File: config.mk
export PLATFORM = sky130hd
export DESIGN_NAME = keypad_scanner
export DESIGN_NICKNAME = d
export VERILOG_FILES = /design/src/rtl/keypad_scanner.sv
export SDC_FILE = /design/constraint.sdc
export NUM_CORES = 1
export LEC_CHECK = 0
export CORE_MARGIN = 3
export CORE_UTILIZATION = 36
export DETAILED_ROUTE_END_ITERATION = 6
export GPL_TIMING_DRIVEN = 0
export PLACE_DENSITY = 0.64
export SLEW_MARGIN = 5
export SYNTH_ARGS = -nofsm -noshare
export SYNTH_HDL_FRONTEND = slang
export SYNTH_SLANG_ARGS = --single-unit
File: constraint.sdc
create_clock -name clk -period 4.5 [get_ports clk]
set_input_delay 1.35 -clock clk [delete_from_list [all_inputs] [get_ports clk]]
set_output_delay 1.35 -clock clk [all_outputs]
set_load 0.05 [all_outputs]
File: src/rtl/keypad_scanner.sv
// keypad_scanner: one-hot column scan, 2-flop row sync, ghost rejection and press/release debounce.
// Define KEYPAD_SEG_EN to add the registered hex 7-segment outputs (segment, ctrl).
module keypad_scanner #(
   parameter int unsigned ROWS     = 4,
   parameter int unsigned COLS     = 4,
   parameter int unsigned SCAN_DIV = 1000,
   parameter int unsigned DEBOUNCE = 3,
   localparam int unsigned CODE_W  = (ROWS * COLS > 1) ? $clog2(ROWS * COLS) : 1
) (
   input  logic              clk,
   input  logic              rst_n,
   input  logic [ROWS-1:0]   row,
   output logic [COLS-1:0]   col,
   output logic [CODE_W-1:0] key_code,
   output logic              key_valid,
   output logic              key_held,
   output logic              key_release
`ifdef KEYPAD_SEG_EN
   ,
   output logic [7:0]        segment,
   output logic [3:0]        ctrl
`endif
);

   localparam int unsigned DW    = (SCAN_DIV > 1) ? $clog2(SCAN_DIV) : 1;
   localparam int unsigned CIW   = (COLS > 1) ? $clog2(COLS) : 1;
   localparam int unsigned CNT_W = $clog2(DEBOUNCE + 1);

   typedef enum logic [1:0] {IDLE, PRESS_DBNC, HELD, RELEASE_DBNC} state_e;

   logic [ROWS-1:0]   row_s1_q, row_s2_q;
   logic [DW-1:0]     dwell_q, dwell_d;
   logic [COLS-1:0]   col_q, col_d;
   logic [CIW-1:0]    col_idx_q, col_idx_d;
   logic              seen_q, seen_d, multi_q, multi_d;
   logic [CODE_W-1:0] acc_code_q, acc_code_d;
   state_e            state_q, state_d;
   logic [CNT_W-1:0]  cnt_q, cnt_d;
   logic [CODE_W-1:0] cand_q, cand_d, key_code_q, key_code_d;
   logic              key_valid_q, key_valid_d, key_release_q, key_release_d;

   logic              tc, last_col, col_hit, col_multi, scan_seen, scan_multi, scan_done, scan_key;
   logic [CODE_W-1:0] col_code, scan_code;
   logic [CNT_W-1:0]  cnt_inc;
   logic              cnt_full;

   always_comb begin
      tc        = (dwell_q == DW'(SCAN_DIV - 1));
      last_col  = (col_idx_q == CIW'(COLS - 1));
      col_hit   = 1'b0;
      col_multi = 1'b0;
      col_code  = '0;
      for (int unsigned r = 0; r < ROWS; r++) begin
         if (row_s2_q[r]) begin
            if (col_hit) col_multi = 1'b1;
            col_hit  = 1'b1;
            col_code = CODE_W'(r * COLS + 32'(col_idx_q));
         end
      end
      // A second hit anywhere in the scan, even in a different column, makes it MULTI
      scan_seen  = seen_q | col_hit;
      scan_multi = multi_q | col_multi | (seen_q & col_hit);
      scan_code  = seen_q ? acc_code_q : col_code;
      scan_done  = tc & last_col;
      scan_key   = scan_seen & ~scan_multi;

      dwell_d    = tc ? '0 : dwell_q + DW'(1);
      col_d      = tc ? ((col_q << 1) | (col_q >> (COLS - 1))) : col_q;
      col_idx_d  = col_idx_q;
      seen_d     = seen_q;
      multi_d    = multi_q;
      acc_code_d = acc_code_q;
      if (tc) begin
         if (last_col) begin
            col_idx_d  = '0;
            seen_d     = 1'b0;
            multi_d    = 1'b0;
            acc_code_d = '0;
         end else begin
            col_idx_d  = col_idx_q + CIW'(1);
            seen_d     = scan_seen;
            multi_d    = scan_multi;
            acc_code_d = scan_code;
         end
      end
   end

   always_ff @(posedge clk or negedge rst_n) begin
      if (!rst_n) begin
         row_s1_q   <= '0;
         row_s2_q   <= '0;
         dwell_q    <= '0;
         col_q      <= COLS'(1);
         col_idx_q  <= '0;
         seen_q     <= 1'b0;
         multi_q    <= 1'b0;
         acc_code_q <= '0;
      end else begin
         row_s1_q   <= row;
         row_s2_q   <= row_s1_q;
         dwell_q    <= dwell_d;
         col_q      <= col_d;
         col_idx_q  <= col_idx_d;
         seen_q     <= seen_d;
         multi_q    <= multi_d;
         acc_code_q <= acc_code_d;
      end
   end

   always_comb begin
      state_d       = state_q;
      cnt_d         = cnt_q;
      cand_d        = cand_q;
      key_code_d    = key_code_q;
      key_valid_d   = 1'b0;
      key_release_d = 1'b0;
      cnt_inc       = cnt_q + CNT_W'(1);
      cnt_full      = (cnt_inc == CNT_W'(DEBOUNCE));
      if (scan_done) begin
         case (state_q)
            IDLE: if (scan_key) begin
               cand_d = scan_code;
               if (DEBOUNCE == 1) begin
                  state_d     = HELD;
                  key_code_d  = scan_code;
                  key_valid_d = 1'b1;
                  cnt_d       = '0;
               end else begin
                  state_d = PRESS_DBNC;
                  cnt_d   = CNT_W'(1);
               end
            end
            PRESS_DBNC: begin
               if (scan_key && scan_code == cand_q) begin
                  if (cnt_full) begin
                     state_d     = HELD;
                     key_code_d  = cand_q;
                     key_valid_d = 1'b1;
                     cnt_d       = '0;
                  end else begin
                     cnt_d = cnt_inc;
                  end
               end else if (scan_key) begin
                  cand_d = scan_code;
                  cnt_d  = CNT_W'(1);
               end else begin
                  state_d = IDLE;
                  cnt_d   = '0;
               end
            end
            HELD: if (!scan_seen) begin
               if (DEBOUNCE == 1) begin
                  state_d       = IDLE;
                  key_release_d = 1'b1;
                  cnt_d         = '0;
               end else begin
                  state_d = RELEASE_DBNC;
                  cnt_d   = CNT_W'(1);
               end
            end
            RELEASE_DBNC: begin
               if (!scan_seen) begin
                  if (cnt_full) begin
                     state_d       = IDLE;
                     key_release_d = 1'b1;
                     cnt_d         = '0;
                  end else begin
                     cnt_d = cnt_inc;
                  end
               end else if (scan_key && scan_code == key_code_q) begin
                  state_d = HELD;
                  cnt_d   = '0;
               end
            end
            default: state_d = IDLE;
         endcase
      end
   end

   always_ff @(posedge clk or negedge rst_n) begin
      if (!rst_n) begin
         state_q       <= IDLE;
         cnt_q         <= '0;
         cand_q        <= '0;
         key_code_q    <= '0;
         key_valid_q   <= 1'b0;
         key_release_q <= 1'b0;
      end else begin
         state_q       <= state_d;
         cnt_q         <= cnt_d;
         cand_q        <= cand_d;
         key_code_q    <= key_code_d;
         key_valid_q   <= key_valid_d;
         key_release_q <= key_release_d;
      end
   end

   assign col         = col_q;
   assign key_code    = key_code_q;
   assign key_valid   = key_valid_q;
   assign key_release = key_release_q;
   assign key_held    = (state_q == HELD) || (state_q == RELEASE_DBNC);

`ifdef KEYPAD_SEG_EN
   function automatic logic [7:0] hex_seg(input logic [3:0] n);
      case (n)
         4'h0: hex_seg = 8'b11111100;  4'h1: hex_seg = 8'b01100000;
         4'h2: hex_seg = 8'b11011010;  4'h3: hex_seg = 8'b11110010;
         4'h4: hex_seg = 8'b01100110;  4'h5: hex_seg = 8'b10110110;
         4'h6: hex_seg = 8'b10111110;  4'h7: hex_seg = 8'b11100000;
         4'h8: hex_seg = 8'b11111110;  4'h9: hex_seg = 8'b11110110;
         4'hA: hex_seg = 8'b11101110;  4'hB: hex_seg = 8'b00111110;
         4'hC: hex_seg = 8'b10011100;  4'hD: hex_seg = 8'b01111010;
         4'hE: hex_seg = 8'b10011110;  default: hex_seg = 8'b10001110;
      endcase
   endfunction

   logic [7:0] segment_q;

   always_ff @(posedge clk or negedge rst_n) begin
      if (!rst_n)           segment_q <= '0;
      else if (key_valid_d) segment_q <= hex_seg(4'(key_code_d));
   end

   assign segment = segment_q;
   assign ctrl    = 4'b1110;
`endif

endmodule

==> qor.tcl <==
set qor(setup_crit_start) {state_q[1]$_DFFE_PN0P_}
set qor(detail-route-antenna-nets) 0
set qor(min_period_over_period) 0.725
set qor(fp.dieH_um) 82.6
set qor(timing.hold.worst_path_depth) 0
set qor(path_delay_family) {buffers and inverters}
set qor(synth.most_common_cell) {dfrtp_1}
set qor(die_x_um) 82.6
set qor(ys_async_sr_fraction) 1.00
set qor(cp_common_cell) {clkbuf_1}
set qor(yosys-mux-area-fraction) 0.0575
set qor(timing.clock.skew_ps) 6.36
set qor(antenna_found_initial) 0
set qor(r2r-end) {key_code[2]$_DFFE_PN0P_}
set qor(htreeDepth) 2
set qor(yosys.area_share.adder) 0.0166
set qor(sequential_to_total_area_share_from_yosys_stat) 0.522
set qor(clock_sink_count) 44
set qor(synth_largest_type_area_fraction) 0.509
set qor(tritoncts) {yes}
set qor(initial_utilization) 0.377
set qor(timing.critical_path.slowest_cell_delay_ps) 790
set qor(dominantRegCellSynth) {dfrtp_1}
set qor(report.final.slew_viol_count) 0
set qor(run_status) {complete, no violations}
set qor(period_needed_ps) 3260
set qor(synthesized_cell_area_mm2) 0.00211
set qor(synthToLayoutAreaGrowth_pct) 18.3
set qor(timing.rr.start) {dwell_q[0]$_DFF_PN0_}
set qor(peakVddDrop_uv) 193
set qor(area_fraction_in_compound_gates_after_synthesis) 0.110
set qor(yosys.area_share.simple) 0.194
set qor(syn_avg_cell_area_um2) 10.4
set qor(cts.hold.buffers_added) 0
set qor(grt_overflow) 0
set qor(tightestPinTransition_ps) 583
set qor(synthXorXnorAreaFrac) 0.0664
set qor(pin_count_of_the_biggest_net_entering_global_routing) 31
set qor(synth.area.top_cells) {dfrtp_1, mux2_2, nand2_1, nor2_1, xnor2_1}
set qor(p_leak_nw) 1.07
set qor(yosys_warnings) 0
set qor(synthTopCellsByCount) {dfrtp_1, nand2_1, nor2_1}
set qor(required_ps) 3150
set qor(rsz0062_at_grt) {no}
set qor(max_freq_mhz) 306
set qor(worstHoldStart) {row_s1_q[0]$_DFF_PN0_}
set qor(globalRouteTotalUtil) 0.127
set qor(core-area_mm2) 0.00561
set qor(synth.ff_latch_count) 44
set qor(clk-insertion-delay-late_ps) 290
set qor(setup_total_negative_slack_ps) 0
set qor(slew-limit-headroom) 0.608
set qor(place.detailed.hpwl_um) 2740
set qor(first_global_vias) 1446
set qor(totalWireLength_um) 3780
set qor(synth_top_family_by_area) {simple AND/OR/NAND/NOR gates}
set qor(clockBufferDepth) 2
set qor(series_of_cell_instances_along_the_critical_path) {clkbuf_1 > clkbuf_1 > clkdlybuf4s50_1}
set qor(tritoncts.num_buffers) 5
set qor(number_of_rows_in_the_core_area) 27
set qor(critical_path.n_buffers_inverters) 3
set qor(syn_nets) 212
set qor(first_pass_grt_wire_length_um) 6760
set qor(first_pass_iters) 4
set qor(synthCells) 204
set qor(design.die.area_mm2) 0.00682
set qor(pwr_density_cell_mw_per_mm2) 300
set qor(nNetsFinal) 236
set qor(min_delay_worst_endpoint) {row_s2_q[0]$_DFF_PN0_}
set qor(r2r_setup_slack_ps) 1870
set qor(synth.largest_area_cell) {dfrtp_1}
set qor(r2r.worst_path.cells) 8
set qor(post_drt_wl_per_cell_um) 12.6
set qor(slowest_stage) {clkdlybuf4s50_1}
set qor(gp_routability_congestion) 0.834
set qor(layout.core_utilization) 0.446
set qor(cts_resized) 0
set qor(postCtsSetupBuffers) 0
set qor(detail_route.drc_violations) 0
set qor(setup_viol) 0
set qor(timing.critical_path.from_type) {register}
set qor(cap_viol_max_count) 0
set qor(antenna-diode-count) 0
set qor(ioPinCount) 17
set qor(clkSlewWorstSetupHoldPaths_ps) 80
set qor(critical_path_class) {register to output port}
set qor(final-hold-violation-count) 0
set qor(synth.distinct_cells) 44
set qor(final_layout_size_suffix_gt1_frac) 0.135
set qor(hold_path.class) {register to register}
set qor(clock_root_buffer) {clkbuf_8}
set qor(crit_path_end_kind) {output port}
set qor(vias_per_cell) 5.05
set qor(cp_max_fo) 9
set qor(drt_iter0_markers) 34
set qor(buffer_ports.inserted) 16
set qor(synth_enable_flop_cells) 0
set qor(route.vias.total) 1521
set qor(cp_data_arrival_time_ps) 1910
## metal layers
metal  global-route usage  wire (µm)  up-vias
met3               0.0358        149        2
met1                0.183       1960      745
li1                     -          -      749
met2                0.192       1660       25
met4               0.0261          9        0
met5                    0          0        -
## placed cells by master, fill, tap and decap left out, types with 2 or more instances in the layout
cell	count
and3_1	2
nand4_1	4
and2_1	2
or3_1	2
nor2_1	22
a21oi_1	6
o21ai_0	6
inv_1	10
o21ai_1	3
ha_1	2
clkbuf_1	3
nor4_4	2
nand2_1	27
buf_2	5
nand3_1	7
xnor2_1	9
nor3_1	5
mux2_2	9
dfrtp_1	43
mux2i_1	2
xor2_1	7
clkbuf_8	6
clkdlybuf4s50_1	15
o32ai_1	3
nand2b_1	3
## flip-flops by register name, indices dropped and copies added, names as in the netlist
signal and cells:
col 4, key_code 4, cnt_q 2, col_idx_q 2
acc_code_q 4, cand_q 4, multi_q 1, dwell_q 10
key_release 1, seen_q 1, row_s1_q 4, row_s2_q 4
state_q 2, key_valid 1
## through the flow
step	std cells	worst slack (ps)	hold slack (ps)	area, µm²	total power (W)
CTS	301	1220	355	2500	0.000761
global route	301	1120	360	2500	0.000783
detailed placement	293	1550	336	2380	0.000443
global placement	292	892	332	2360	0.000441
finish	301	1240	351	2500	0.000749
floorplan	204	2050	331	2110	0.000425
## logic make-up (layout without fill, tap and decap cells)
family	Yosys count	in the layout
simple gates	81	81
flops	44	44
xor+xnor	16	16
fa+ha+maj	3	3
buf+inv	18	43
compound gates	31	31
mux	11	11
## worst register-to-register path: stages, from the launching register on
cell and delay [ps]:
dfrtp_1 410, ha_1 250, nand4b_1 170, or3_1 360, buf_2 190, nor2_2 240
nand3_1 180, nor4_4 320, mux2_2 390
## worst max-delay path by stage
stage                                 end  slack, ps  cells past startpoint
global route                     key_held       1120                      3
global placement    row_s1_q[2]$_DFF_PN0_        890                      1
floorplan                        key_held       2050                      2
detailed placement               key_held       1550                      3
CTS                              key_held       1220                      3
finish                           key_held       1240                      3
## layout make-up
cell class	instances	area (µm²)
Clock inverter	2	38.8
Buffer	8	35.0
Sequential cell	44	1100
Timing Repair Buffer	17	175
Inverter	10	37.5
Multi-Input combinational cell	142	937
Clock buffer	6	82.6
Tap cell	72	90.1
Fill cell	570	3110
## where the power goes
group | internal (W) | switching, W | total [W] | leakage [nW]
Sequential | 0.000399 | 0.00000390 | 0.000402 | 0.578
Clock | 0.000182 | 0.000133 | 0.000314 | 0.0614
Combinational | 0.0000125 | 0.0000194 | 0.0000319 | 0.431
Total | 0.000593 | 0.000156 | 0.000749 | 1.07
Note: power is estimated with default switching activity, not from simulation.
